===== config.mk =====
export PLATFORM = sky130hd
export DESIGN_NAME = mips_dmem_arbiter
export DESIGN_NICKNAME = d
export VERILOG_FILES = /design/src/rtl/mips_dmem_arbiter.sv
export SDC_FILE = /design/constraint.sdc
export NUM_CORES = 1
export LEC_CHECK = 0
export CORE_MARGIN = 2
export CORE_UTILIZATION = 41
export DETAILED_ROUTE_END_ITERATION = 10
export PLACE_DENSITY = 0.93
export REMOVE_ABC_BUFFERS = 1
export SLEW_MARGIN = 20
export SYNTH_ARGS = -nofsm -noshare
export SYNTH_HDL_FRONTEND = slang
export SYNTH_SLANG_ARGS = --single-unit
export TNS_END_PERCENT = 50

===== constraint.sdc =====
create_clock -name Clk -period 3.43 [get_ports Clk]
set_input_delay 1.029 -clock Clk [delete_from_list [all_inputs] [get_ports Clk]]
set_output_delay 1.029 -clock Clk [all_outputs]
set_load 0.01 [all_outputs]

===== src/rtl/mips_dmem_arbiter.sv =====
// Arbiter that shares one single-port word-addressed data RAM between the core data port and a host port.
// The CPU has priority. A starvation counter forces a host grant after STARVE_LIMIT CPU wins in a row.
module mips_dmem_arbiter #(
  parameter int unsigned ADDR_W       = 10,
  parameter int unsigned DATA_W       = 32,
  parameter int unsigned MEM_LAT      = 1,
  parameter int unsigned STARVE_LIMIT = 4
) (
  input  logic              Clk,
  input  logic              Reset,
  input  logic [1:0]        CpuMemRead,
  input  logic [1:0]        CpuMemWrite,
  input  logic [31:0]       CpuAddr,
  input  logic [DATA_W-1:0] CpuWData,
  output logic [DATA_W-1:0] CpuRData,
  output logic              CpuStall,
  input  logic              HostReq,
  input  logic              HostWe,
  input  logic [31:0]       HostAddr,
  input  logic [DATA_W-1:0] HostWData,
  output logic [DATA_W-1:0] HostRData,
  output logic              HostAck,
  output logic [ADDR_W-1:0] RamAddr,
  output logic [DATA_W-1:0] RamWData,
  output logic              RamRe,
  output logic              RamWe,
  input  logic [DATA_W-1:0] RamRData,
  output logic              ErrFlag
);

  localparam int unsigned STARVE_W = $clog2(STARVE_LIMIT + 1);
  localparam int unsigned CNT_W    = 2;

  typedef enum logic [1:0] {
    ST_IDLE  = 2'd0,
    ST_ISSUE = 2'd1,
    ST_WAIT  = 2'd2,
    ST_ACK   = 2'd3
  } state_e;

  state_e              state_q, state_d;
  logic                owner_host_q, owner_host_d;
  logic                op_rd_q, op_rd_d;
  logic [STARVE_W-1:0] starve_q, starve_d;
  logic [CNT_W-1:0]    wait_cnt_q, wait_cnt_d;
  logic [ADDR_W-1:0]   ram_addr_q, ram_addr_d;
  logic [DATA_W-1:0]   ram_wdata_q, ram_wdata_d;
  logic                ram_re_q, ram_re_d;
  logic                ram_we_q, ram_we_d;
  logic [DATA_W-1:0]   cpu_rdata_q, cpu_rdata_d;
  logic [DATA_W-1:0]   host_rdata_q, host_rdata_d;
  logic                host_ack_q, host_ack_d;
  logic                err_q, err_d;

  logic                cpu_rd_c, cpu_wr_c, cpu_req_c, cpu_bad_c;
  logic                starved_c, host_win_c, cpu_win_c, any_req_c, lat_done_c;
  logic [ADDR_W-1:0]   sel_word_c;
  logic [DATA_W-1:0]   sel_wdata_c;
  logic                sel_rd_c, sel_mis_c;

  // Address bits above the RAM depth are deliberately dropped so accesses wrap.
  logic unused_addr_bits;
  assign unused_addr_bits = ^{CpuAddr[31:ADDR_W+2], HostAddr[31:ADDR_W+2]};

  // Request decode and arbitration; the result is only acted on in IDLE.
  always_comb begin
    cpu_rd_c    = (CpuMemRead == 2'b11) && (CpuMemWrite == 2'b00);
    cpu_wr_c    = (CpuMemRead == 2'b00) && (CpuMemWrite == 2'b11);
    cpu_req_c   = cpu_rd_c || cpu_wr_c;
    cpu_bad_c   = !cpu_req_c && ((CpuMemRead != 2'b00) || (CpuMemWrite != 2'b00));
    starved_c   = (starve_q == STARVE_W'(STARVE_LIMIT));
    host_win_c  = HostReq && (!cpu_req_c || starved_c);
    cpu_win_c   = cpu_req_c && !host_win_c;
    any_req_c   = cpu_req_c || HostReq;
    sel_word_c  = host_win_c ? HostAddr[ADDR_W+1:2] : CpuAddr[ADDR_W+1:2];
    sel_mis_c   = host_win_c ? (HostAddr[1:0] != 2'b00) : (CpuAddr[1:0] != 2'b00);
    sel_wdata_c = host_win_c ? HostWData : CpuWData;
    sel_rd_c    = host_win_c ? !HostWe : cpu_rd_c;
    lat_done_c  = (wait_cnt_q == CNT_W'(MEM_LAT - 1));
  end

  // State and datapath registers.
  always_ff @(posedge Clk) begin
    if (Reset) begin
      state_q      <= ST_IDLE;
      owner_host_q <= 1'b0;
      op_rd_q      <= 1'b0;
      starve_q     <= '0;
      wait_cnt_q   <= '0;
      ram_addr_q   <= '0;
      ram_wdata_q  <= '0;
      ram_re_q     <= 1'b0;
      ram_we_q     <= 1'b0;
      cpu_rdata_q  <= '0;
      host_rdata_q <= '0;
      host_ack_q   <= 1'b0;
      err_q        <= 1'b0;
    end else begin
      state_q      <= state_d;
      owner_host_q <= owner_host_d;
      op_rd_q      <= op_rd_d;
      starve_q     <= starve_d;
      wait_cnt_q   <= wait_cnt_d;
      ram_addr_q   <= ram_addr_d;
      ram_wdata_q  <= ram_wdata_d;
      ram_re_q     <= ram_re_d;
      ram_we_q     <= ram_we_d;
      cpu_rdata_q  <= cpu_rdata_d;
      host_rdata_q <= host_rdata_d;
      host_ack_q   <= host_ack_d;
      err_q        <= err_d;
    end
  end

  // Next-state logic.
  always_comb begin
    state_d = state_q;
    case (state_q)
      ST_IDLE:  if (any_req_c) state_d = ST_ISSUE;
      ST_ISSUE: state_d = op_rd_q ? ST_WAIT : ST_ACK;
      ST_WAIT:  if (lat_done_c) state_d = ST_ACK;
      ST_ACK:   state_d = ST_IDLE;
      default:  state_d = ST_IDLE;
    endcase
  end

  // Datapath and registered-output next values.
  always_comb begin
    owner_host_d = owner_host_q;
    op_rd_d      = op_rd_q;
    starve_d     = starve_q;
    wait_cnt_d   = '0;
    ram_addr_d   = ram_addr_q;
    ram_wdata_d  = ram_wdata_q;
    ram_re_d     = 1'b0;
    ram_we_d     = 1'b0;
    cpu_rdata_d  = cpu_rdata_q;
    host_rdata_d = host_rdata_q;
    host_ack_d   = 1'b0;
    err_d        = err_q || cpu_bad_c;
    case (state_q)
      ST_IDLE: begin
        if (!HostReq || host_win_c) begin
          starve_d = '0;
        end else if (cpu_win_c && !starved_c) begin
          starve_d = starve_q + STARVE_W'(1);
        end
        if (any_req_c) begin
          owner_host_d = host_win_c;
          op_rd_d      = sel_rd_c;
          ram_addr_d   = sel_word_c;
          ram_wdata_d  = sel_wdata_c;
          ram_re_d     = sel_rd_c;
          ram_we_d     = !sel_rd_c;
          if (sel_mis_c) err_d = 1'b1;
        end
      end
      ST_ISSUE: host_ack_d = owner_host_q && !op_rd_q;
      ST_WAIT: begin
        wait_cnt_d = wait_cnt_q + CNT_W'(1);
        if (lat_done_c) begin
          host_ack_d = owner_host_q;
          if (owner_host_q) host_rdata_d = RamRData;
          else              cpu_rdata_d  = RamRData;
        end
      end
      default: ;
    endcase
  end

  // Stall releases only in the CPU's own ACK cycle so the core advances exactly once.
  assign CpuStall  = !Reset && cpu_req_c && !((state_q == ST_ACK) && !owner_host_q);
  assign CpuRData  = cpu_rdata_q;
  assign HostRData = host_rdata_q;
  assign HostAck   = host_ack_q;
  assign RamAddr   = ram_addr_q;
  assign RamWData  = ram_wdata_q;
  assign RamRe     = ram_re_q;
  assign RamWe     = ram_we_q;
  assign ErrFlag   = err_q;

endmodule


; ---- After elaboration in Yosys (flattened, before gate mapping)
; Cells that the tools add are included.
[word_totals]
latchBits = 0
romBits = 0
ff_bits = 119
word_cells = 84
inputBits = 168
output_inout_bits = 111
memories = 0
mem_bits_rw = 0
[op_classes]
n_eq_ne = 8
add_sub_neg = 2
multipliers = 0
mux = 15
div_mod_pow = 0
n_shift = 0
order_cmp = 0
bitwise = 4
n_reduce_logical = 42
[op_table]
columns = cell, count
row1 = 32-bit 2-to-1 mux, 1
row2 = 1-bit logical AND, 10
row3 = 1-bit logical NOT, 10
row4 = 10-bit 2-to-1 mux, 1
row5 = 2-bit nonzero test, 5
row6 = "2-bit equality test, second input constant", 4
row7 = 2-bit logical NOT, 4
row8 = 2-bit one-hot mux with 4 select lines, 1
row9 = 1-bit 2-to-1 mux, 7
row10 = 1-bit logical OR, 6
row11 = 3-bit 2-to-1 mux, 2
row12 = 2-bit AND reduction, 3
row13 = 3-bit AND reduction, 2
row14 = 2-bit 2-to-1 mux, 2
row15 = "2-bit inequality test, second input constant", 2
row16 = 1-bit NOT, 4
row17 = "3-bit by 1-bit adder with 3-bit output, second input constant", 1
row18 = "3-bit equality test, second input constant", 1
row19 = 3-bit OR reduction, 1
row20 = "2-bit by 1-bit adder with 2-bit output, second input constant", 1
row21 = "2-bit by 1-bit equality test with 1-bit output, second input constant", 1
row22 = 1-bit one-hot mux with 2 select lines, 1
row23 = 2-bit OR reduction, 1

; ---- Longest topological paths before layout
; Gate-level depths: netlist of run 1.
[depth]
word_depth = 11
ltp_mapped = 7
ltp_nobuf = 6

; ---- Worst setup path before layout of run 1
; OpenSTA, ideal clock, no wires.
[synth_path]
kind = in2out
start = in CpuMemRead[0]
end = out CpuStall
required_ps = 2401
path_buffers = 2
arrival_time_ps = 1866
slack_ps = 535
path_stages = 5
path_cell_list = and4bb_1 buf_6 or2_1 buf_6 and2_1
[synth_via]
elab_chain_cells = 5
elab_cells_between_ends = 7
classes_between = eq/ne (1) / reduce/logical (6)
[synth_lines]
columns = item, line
row1 = start: declaration, 11  ; input logic [1:0] CpuMemRead,
row2 = 2-bit equality test / 2-bit logical NOT (equally long branches), "67, 68"
row3 = "1-bit logical AND, on equally long branches", "67, 68"
row4 = 1-bit logical OR *, 69  ; cpu_req_c = cpu_rd_c || cpu_wr_c;
row5 = 1-bit logical AND * (2 in a row), 172  ; assign CpuStall = !Reset && cpu_req_c && !((state_q == ST_ACK) && !owner_host_q);
row6 = end: declaration, 16  ; output logic CpuStall,
; Mark *: on every way between the ends. The rest lies on a longest branch, timed or not.

; ---- Final worst setup path of run 1
[layout_path]
start = in CpuMemWrite[1]
end = out CpuStall
[layout_via]
elab_chain_cells = 5
elab_cells_between_ends = 7
classes_between = eq/ne (1) / reduce/logical (6)
[layout_lines]
columns = item, line
row1 = start: declaration, 12  ; input logic [1:0] CpuMemWrite,
row2 = 2-bit equality test / 2-bit logical NOT (equally long branches), "68, 67"
row3 = "1-bit logical AND, on equally long branches", "68, 67"
row4 = 1-bit logical OR *, 69
row5 = 1-bit logical AND * (2 in a row), 172
; Marked as above.

==> metrics.md, run 1 <==
| Metric | Value |
|---|---|
| Status | finished, final reports clean |
| Deepest clock path buffer count | 2 |
| Worst Setup End Kind | output port |
| Max-Cap Viols | 0 |
| Hold Path Class | flop to flop |
| Routed WL per cell | roughly 16 um |
| Critical path launch point type | input port |
| Final Hold Fails | 0 |
| Die H | roughly 110 um |
| Final wirelength | approximately 15000 um |
| Postcts setup bufs | 0 |
| Area delta synth->final | 64.2% |
| Sink Count | approximately 120 |
| H-tree Lvls | 4 |
| DR DRC count | 0 |
| Avg Inst Size Synth | between 8 and 9 um^2 |
| CP Cell Sequence | clkdlybuf4s50_1 > and4bb_1 > or2_1 > and2_1 > clkbuf_2 |
| Peak supply drop | around 360 uV |
| Most frequent cells in the layout | 236 x clkdlybuf4s50_1, 133 x nand2_1, 119 x dfxtp_1 |
| Slew Limit Fails | 0 |
| CP Buf/Inv Count | 2 |
| Synth Register Bits | approximately 120 |
| Met1 usage | 0.270 |
| Slowest cell on the critical path | clkdlybuf4s50_1 |
| Slew Limit Headroom | 0.271 |
| I/O Pins | 279 |
| Global Route met2 Usage | 0.414 |
| R2r setup slk | approximately 1500 ps |
| Least-Margin Pin Slew | approximately 1100 ps |
| Most common cell after layout, fill and taps aside | clkdlybuf4s50_1 |
| Share of cells above drive strength 1 | 0.114 |
| Clock skew | roughly 10 ps |
| Worst-skew pair later-pin latency | ~410 ps |
| Mapped Cells | around 550 |
| Fmax | 303 MHz |
| Vias per cell | between 5 and 6 |
| Unique masters post-synth | 37 |
| ANT nets after route | 0 |
| Routability Congestion | slightly above 0.8 |
| HPWL after DPL | around 11000 um |
| Period utilization | 0.963 |
| Tmin final | between 3000 and 4000 ps |
| Total GRT Usage | 0.240 |
| Largest net degree at the start of global routing | just over 100 |
| Leak | about 2.9 nW |
| Clk root buf | clkbuf_16 |
| GRT Max-Usage Layer | met2 |
| CP Max Fanout | 3 |
| Slowest cell delay on critical path | 490 ps |
| Sequential fraction of the synthesis area | 0.497 |
| Die area | roughly 13000 um^2 |
| Number of synthesized flops with an enable pin | 0 |
| Total gr overflow | 0 |
| CP top delay family | simple AND/OR/NAND/NOR gates |
| GR met3 Demand/Resource | 0.0869 |
| Via count of the routed design | between 4000 and 5000 |
| Detailed Routing Iterations Pass 1 | 5 |
| Ys async rst share | 0 |
| CP arrival | around 2300 ps |
| Yosys warns | 0 |
| Antenna violations before repair | 0 |
| Final setup vio count | 0 |
| Placed Cells | 906 |
| Clock-pin slew on the worst setup and hold paths | roughly 50 ps |
| Vias in the first global route | between 4000 and 5000 |
| CTS tree | done |
| Worst Path Required | 2400 ps |
| Pwr Total | 5.62 mW |
| Core area | 11400 um^2 |
| Ant. Diodes | 0 |
| Post-synth top area share | 0.497 |
| DIE WIDTH | between 100 and 150 um |
| Post-layout util | 0.689 |
| Hold-fix buffers, CTS | 0 |
| Area contributors post-synth | dfxtp_1 50%, a21oi_1 12%, nand2_1 10% |
| Site Rows | 39 |
| First-pass GRT wire length | 24000 um |
| Cell taking the most area after synthesis | dfxtp_1 |
| Mapped cell area | 4790 um^2 |
| PD cells | approximately 700 nW/um^2 |
| Final net count | ~960 |
| Worst hold slack | roughly 410 ps |
| Initial core utilization | 0.420 |
| Initial DRC count | approximately 370 |
| Critical path type | input port to output port |
| Synth Flop Type | dfxtp_1 |
| RSZ-0062 raised after global routing | false |
| Non-filler cells, final | 938 |
| Port buffer count | between 200 and 250 |
| Clock buffer count from CTS | 17 |
==> layer usage <==
metal,vias up,wire length [um]
met1,2180,5790
met3,18,1360
met2,214,7420
met5,-,0
met4,0,361
li1,2328,-
==> path summary, 6_finish.rpt <==
kind,start,cells past startpoint,end
setup / recovery,CpuMemWrite[1],5,CpuStall
hold reg to reg,wait_cnt_q[0],1,wait_cnt_q[0]
setup reg to reg,state_q[0],4,RamWData[31]
hold / removal,wait_cnt_q[0],1,wait_cnt_q[0]
==> area by class of cell <==
cell class,count,area [um^2]
Clock buffer,20,447
Clock inverter,12,199
Fill cell,874,3550
Inverter,50,188
Multi-Input combinational cell,343,1990
Sequential cell,119,2380
Tap cell,143,179
Timing Repair Buffer,251,2480
==> synth_stat cells (all sizes together), types with 2 or more instances <==
library cell,number
ha,8
xnor2,2
nand3,5
inv,50
o221a,42
clkbuf,24
mux2i,2
nand2,133
buf,18
and4bb,2
o21ai,3
a21oi,112
nor2,11
nand2b,3
a211oi,2
and2,3
nor3b,3
dfxtp,119
==> registers in the layout (all words and copies together) (netlist names) <==
name          count
RamAddr          10
RamWe             1
ErrFlag           1
wait_cnt_q        2
state_q           2
RamWData         32
RamRe             1
op_rd_q           1
HostAck           1
owner_host_q      1
starve_q          3
CpuRData         32
HostRData        32
==> kinds of logic (layout without fill, tap and decap cells) <==
group,after synthesis,count (layout),synth area share
simple gates,165,165,0.147
xor+xnor,3,3,0.00548
buf+inv,92,333,0.0890
mux,2,2,0.00418
fa+ha+maj,8,8,0.0209
compound gates,165,165,0.237
flops,119,119,0.497
==> timing repair <==
item,in CTS,in global routing
hold endpoints to repair,0,0
resized for setup,2,1
endpoints found under the setup margin,1,1
pin swaps,2,0
==> per-stage QoR <==
step / area (um^2) / setup TNS [ps] / worst slack, ps
final: 7870 / 0 / 125
after global placement: 7230 / -227 / -227
after detailed placement: 7230 / -237 / -237
after CTS: 7870 / 0 / 19.6
after global routing: 7870 / 0 / 75.6
after floorplan: 4550 / 0 / 531
==> power breakdown <==
part	switching, mW	leakage, nW	internal (mW)	total (mW)
Combinational	0.898	1.60	0.953	1.85
Sequential	0.158	0.972	1.67	1.83
Clock	0.631	0.314	1.31	1.94
Note: power is estimated with default switching activity, not from simulation.
==> inputs of run 2 (changes only) <==
CORE_AREA = 2 2 110 112   (was default)
CORE_MARGIN = default   (was 2)
CORE_UTILIZATION = default   (was 41)
DIE_AREA = 0 0 112 114   (was default)
DONT_BUFFER_PORTS = 1   (was default)
PLACE_DENSITY = 0.63   (was 0.93)
clock period = 4 ns   (was 3.43 ns; I/O delays follow)
==> metrics.md, run 2 (synthesis results as in run 1) <==
| Metric | Value |
|---|---|
| Core area | 11700 um^2 (was 11400 um^2) |
| Final setup vio count | 0 (unchanged) |
| Total GRT Usage | 0.193 (was 0.240) |
| Placed Cells | 665 (was 906) |
| I/O Pins | 279 (unchanged) |
| Non-filler cells, final | 697 (was 938) |
| Routability Congestion | 0.769 (was 0.824) |
| Worst Hold Depth | 1 (unchanged) |
| Final net count | 713 (was 958) |
| Routed WL per cell | 18.1 um (was 15.9 um) |
| Most frequent cells in the layout | 133 x nand2_1, 119 x dfxtp_1, 112 x a21oi_1 (was 236 x clkdlybuf4s50_1, 133 x nand2_1, 119 x dfxtp_1) |
| Ant. Diodes | 0 (unchanged) |
| CP Max Fanout | 7 (was 3) |
| Hold endpoint | wait_cnt_q[0] (unchanged) |
| RSZ-0062 raised after global routing | false (unchanged) |
| R2r setup slk | 2100 ps (was 1530 ps) |
| Most common cell after layout, fill and taps aside | nand2_1 (was clkdlybuf4s50_1) |
| Hold Path Class | flop to flop (unchanged) |
| Initial core utilization | 0.409 (was 0.420) |
| Vias per cell | 5.48 (was 5.05) |
| Vias in the first global route | 3736 (was 4791) |
| Setup_tns | 0 ps (unchanged) |
| Area after DPL | 4790 um^2 (was 7230 um^2) |
| Detailed Routing Iterations Pass 1 | 4 (was 5) |
| Hold-fix buffers, CTS | 0 (unchanged) |
| Post-CTS sizing | 0 (was 2) |
| Clock skew | 5.15 ps (was 10.2 ps) |
| Total gr overflow | 0 (unchanged) |
| CP arrival | 2170 ps (was 2280 ps) |
| Die area | 12800 um^2 (was 12600 um^2) |
| Critical path type | input port to output port (unchanged) |
| Fmax | a little under 300 MHz |
| Leak | 1.92 nW (was 2.88 nW) |
| DIE WIDTH | 112 um (about the same) |
| Deepest clock path buffer count | 2 (unchanged) |
| Die H | 114 um (was 112 um) |
| Period utilization | 0.842 |
| Worst Setup End Kind | output port (unchanged) |
| ANT nets after route | 0 (unchanged) |
| Worst-skew pair later-pin latency | 400 ps (was 410 ps) |
| Port buffer count | 0 (was 238) |
| Least-Margin Pin Slew | 500 ps (was 1090 ps) |
| Worst reg-to-reg path cell count | 4 (unchanged) |
| Fin area | 5350 um^2 (was 7870 um^2) |
| Sink Count | 119 (unchanged) |
| Critical path launch point type | input port (unchanged) |
| Slew Limit Headroom | 0.666 (was 0.271) |
| H-tree Lvls | 4 (unchanged) |
| First-pass GRT wire length | 19100 um (was 24000 um) |
| PD cells | 748 nW/um^2 (was 714 nW/um^2) |
| Initial DRC count | 273 (was 372) |
| Share of cells above drive strength 1 | 0.145 (was 0.114) |
| Post-layout util | 0.457 (was 0.689) |
| Final Hold Fails | 0 (unchanged) |
| Hold Startpoint | wait_cnt_q[0] (unchanged) |
| Clock-pin slew on the worst setup and hold paths | 50 ps (about the same) |
| Postcts setup bufs | 0 (unchanged) |
| R2R Path Start | state_q[0] (unchanged) |
| Area delta synth->final | 11.7% (was 64.2%) |
| Slew Limit Fails | 0 (unchanged) |
| Peak supply drop | 376 uV (was 358 uV) |
| HPWL after DPL | 8640 um (was 10700 um) |
| Final wirelength | 12600 um (was 14900 um) |
| Via count of the routed design | 3822 (was 4740) |
| Fillers | 1164 (was 874) |
| DR DRC count | 0 (unchanged) |
| Clock buffer count from CTS | 17 (unchanged) |
| Status | finished, final reports clean (unchanged) |
| R2R Path End | RamWData[30] (was RamWData[31]) |
| Clk root buf | clkbuf_16 (unchanged) |
| CTS tree | done (unchanged) |
| Tmin final | between 3000 and 4000 ps |
| Antenna violations before repair | 0 (unchanged) |
| Site Rows | 40 (was 39) |
| Max-Cap Viols | 0 (unchanged) |
| Largest net degree at the start of global routing | 118 (was 102) |
| Worst Path Required | 2800 ps (was 2400 ps) |
==> run 2: cell count changes in the layout (fill, tap and decap cells not counted), sizes merged <==
cell	before	now
clkbuf	21	25
clkinv	5	4
clkdlybuf4s50	236	0
inv	51	50
clkinvlp	1	2
buf	14	6
bufinv	5	1
==> run 2: how the worst max path moves through the flow <==
| stage | from | endpoint | slack [ps] | depth (start not counted) |
|---|---|---|---|---|
| final | CpuMemRead[0] | CpuStall | 630 | 3 |
| after global routing | CpuMemRead[0] | CpuStall | 560 | 3 |
| after CTS | CpuMemRead[0] | CpuStall | 630 | 3 |
| after detailed placement | CpuMemRead[0] | CpuStall | 630 | 3 |
| after global placement | CpuMemRead[0] | CpuStall | 670 | 3 |
| after floorplan | CpuMemRead[0] | CpuStall | 760 | 3 |
==> run 2: per-stage QoR <==
step	total power, mW	hold WS [ps]	setup slack (ps)
global route	4.22	441	562
detailed placement	2.61	407	632
floorplan	2.33	390	759
finish	4.00	420	632
global placement	2.56	402	666
CTS	4.04	415	632
==> run 2: final cells by class <==
class                           count  area, um^2  share of cell area
Sequential cell                   119        2380               0.445
Multi-Input combinational cell    343        1990               0.372
Clock buffer                       25         495              0.0926
Inverter                           50         188              0.0351
Tap cell                          147         184              0.0344
Clock inverter                      7        68.8              0.0129
Timing Repair Buffer                6        45.0             0.00842
==> run 2: worst max-delay path: stages <==
cell      delay, ps
and4bb_1        450
or2_1           290
and2_1          220
==> run 2: report_power, final <==
part	switching [mW]	total [mW]	internal (mW)
Clock	0.509	1.43	0.917
Sequential	0.288	1.72	1.43
Combinational	0.504	0.856	0.351
==> run 2: metal layers <==
metal,share of wire,GRT usage,up-vias,wire length (um)
li1,-,-,1843,-
met1,0.36,0.208,1769,4610
met2,0.49,0.329,192,6250
met5,0,0,-,0
met4,0.019,0.0740,0,241
met3,0.12,0.0925,18,1530
==> inputs of run 3 (changes only) <==
PLACE_DENSITY = 0.65   (was 0.63)
clock period = 3 ns   (was 4 ns; I/O delays follow)
==> metrics.md, run 3 (synthesis results as in run 1) <==
| Metric | Value |
|---|---|
| Critical path launch point type | input port (unchanged) |
| H-tree Lvls | 4 (unchanged) |
| Largest net degree at the start of global routing | 118 (unchanged) |
| Antenna violations before repair | 0 (unchanged) |
| Worst Path Required | 2100 ps (was 2800 ps) |
| Slew Limit Headroom | 0.419 (was 0.666) |
| Share of cells above drive strength 1 | 0.153 (was 0.145) |
| Vias per cell | 5.43 (was 5.48) |
| Final setup vio count | 0 (unchanged) |
| Leak | 1.95 nW (was 1.92 nW) |
| Initial DRC count | 337 (was 273) |
| Ant. Diodes | 0 (unchanged) |
| CTS tree | done (unchanged) |
| Detailed Routing Iterations Pass 1 | 5 (was 4) |
| Total GRT Usage | 0.186 (was 0.193) |
| Worst Setup End Kind | output port (unchanged) |
| Setup_tns | 0 ps (unchanged) |
| Area delta synth->final | 13.0% (was 11.7%) |
| Sink Count | 119 (unchanged) |
| Post-CTS sizing | 0 (unchanged) |
| Crit path from | CpuMemRead[0] (unchanged) |
| Final net count | 713 (unchanged) |
| Least-Margin Pin Slew | 870 ps (was 500 ps) |
| Initial core utilization | 0.409 (unchanged) |
| Routed WL per cell | 17.8 um (was 18.1 um) |
| Worst hold slack | 411 ps (was 420 ps) |
| DR DRC count | 0 (unchanged) |
| Peak supply drop | 515 uV (was 376 uV) |
| Core area | 11700 um^2 (unchanged) |
| Die H | 114 um (unchanged) |
| Site Rows | 40 (unchanged) |
| Slowest cell on the critical path | and4bb_1 (unchanged) |
| Tmin final | between 2000 and 3000 ps |
| Hold-fix buffers, CTS | 0 (unchanged) |
| Hold Path Class | flop to flop (unchanged) |
| Port buffer count | 0 (unchanged) |
| Hold Startpoint | wait_cnt_q[0] (unchanged) |
| Clock-pin slew on the worst setup and hold paths | 50 ps (about the same) |
| CP Max Fanout | 7 (unchanged) |
| Clk root buf | clkbuf_16 (unchanged) |
| Clock buffer count from CTS | 17 (unchanged) |
| ANT nets after route | 0 (unchanged) |
| DIE WIDTH | 112 um (unchanged) |
| Fillers | 1146 (was 1164) |
| Via count of the routed design | 3785 (was 3822) |
| Critical path type | input port to output port (unchanged) |
| Deepest clock path buffer count | 2 (unchanged) |
| CP arrival | 1700 ps (was 2170 ps) |
| Fin area | 5420 um^2 (was 5350 um^2) |
| CP Cell Sequence | and4bb_1 > or2_1 > and2_1 (unchanged) |
| Die area | 12800 um^2 (unchanged) |
| Total gr overflow | 0 (unchanged) |
| Final Hold Fails | 0 (unchanged) |
| Clock skew | 9.16 ps (was 5.15 ps) |
| Slowest cell delay on critical path | 470 ps (was 450 ps) |
| Post-layout util | 0.463 (was 0.457) |
| HPWL after DPL | 8510 um (was 8640 um) |
| First-pass GRT wire length | 18300 um (was 19100 um) |
| Final wirelength | 12400 um (was 12600 um) |
| Most frequent cells in the layout | 133 x nand2_1, 119 x dfxtp_1, 112 x a21oi_1 (unchanged) |
| Area after DPL | 4790 um^2 (unchanged) |
| PD cells | 1030 nW/um^2 (was 748 nW/um^2) |
| Routability Congestion | 0.799 (was 0.769) |
| Postcts setup bufs | 0 (unchanged) |
| Slew Limit Fails | 0 (unchanged) |
| Worst-skew pair later-pin latency | 410 ps (was 400 ps) |
| Max-Cap Viols | 0 (unchanged) |
| R2R Path Start | state_q[0] (unchanged) |
| Fmax | between 300 and 400 MHz |
| Status | finished, final reports clean (unchanged) |
| Most common cell after layout, fill and taps aside | nand2_1 (unchanged) |
| RSZ-0062 raised after global routing | false (unchanged) |
| Vias in the first global route | 3486 (was 3736) |
| I/O Pins | 279 (unchanged) |
| Period utilization | 0.868 |
## run 3: cell types whose count changed in the layout (fill, tap and decap cells not counted), sizes merged
| cell | previous run | this run |
|---|---|---|
| clkbuf | 25 | 17 |
| clkinv | 4 | 7 |
| inv | 50 | 52 |
| bufinv | 1 | 4 |
## run 3: critical path, delay by kind of cell
| kind | cells | cell delay (ps) |
|---|---|---|
| simple gates | 3 | 810 |
## run 3: report_power, final
part | total [mW] | internal [mW] | switching [mW]
Clock | 2.15 | 1.39 | 0.753
Sequential | 2.29 | 1.91 | 0.385
Combinational | 1.12 | 0.464 | 0.655
## run 3: path summary, 6_finish.rpt
kind / to / slack (ps) / cells past startpoint
setup / recovery: CpuStall / 400 / 3
hold / removal: wait_cnt_q[0] / 410 / 1
setup reg to reg: RamWData[21] / 650 / 4
hold reg to reg: wait_cnt_q[0] / 410 / 1
## run 3: layout make-up
class                      instances  area (um^2)  area share
sequential                       119         2380       0.440
timing repair buffer               6         45.0     0.00832
clock inverter                    15          203      0.0374
inverter                          50          188      0.0347
clock buffer                      17          425      0.0785
multi-input combinational        343         1990       0.367
tap                              147          184      0.0340
## run 3: routing by layer
metal | vias to the layer above | global-route usage | part of all wire
li1 | 1840 | - | -
met1 | 1736 | 0.210 | 0.38
met2 | 198 | 0.306 | 0.48
met3 | 11 | 0.0940 | 0.13
met4 | 0 | 0.0683 | 0.0097
met5 | - | 0 | 0
## run 3: metrics by stage
| step | cells | power (mW) | worst slack [ps] |
|---|---|---|---|
| 2_1_floorplan | 512 | 3.10 | 359 |
| 3_3_place_gp | 665 | 3.40 | 241 |
| 3_5_place_dp | 665 | 3.45 | 187 |
| 4_1_cts | 697 | 5.61 | 387 |
| 5_1_grt | 697 | 5.85 | 328 |
| 6_report | 697 | 5.56 | 397 |
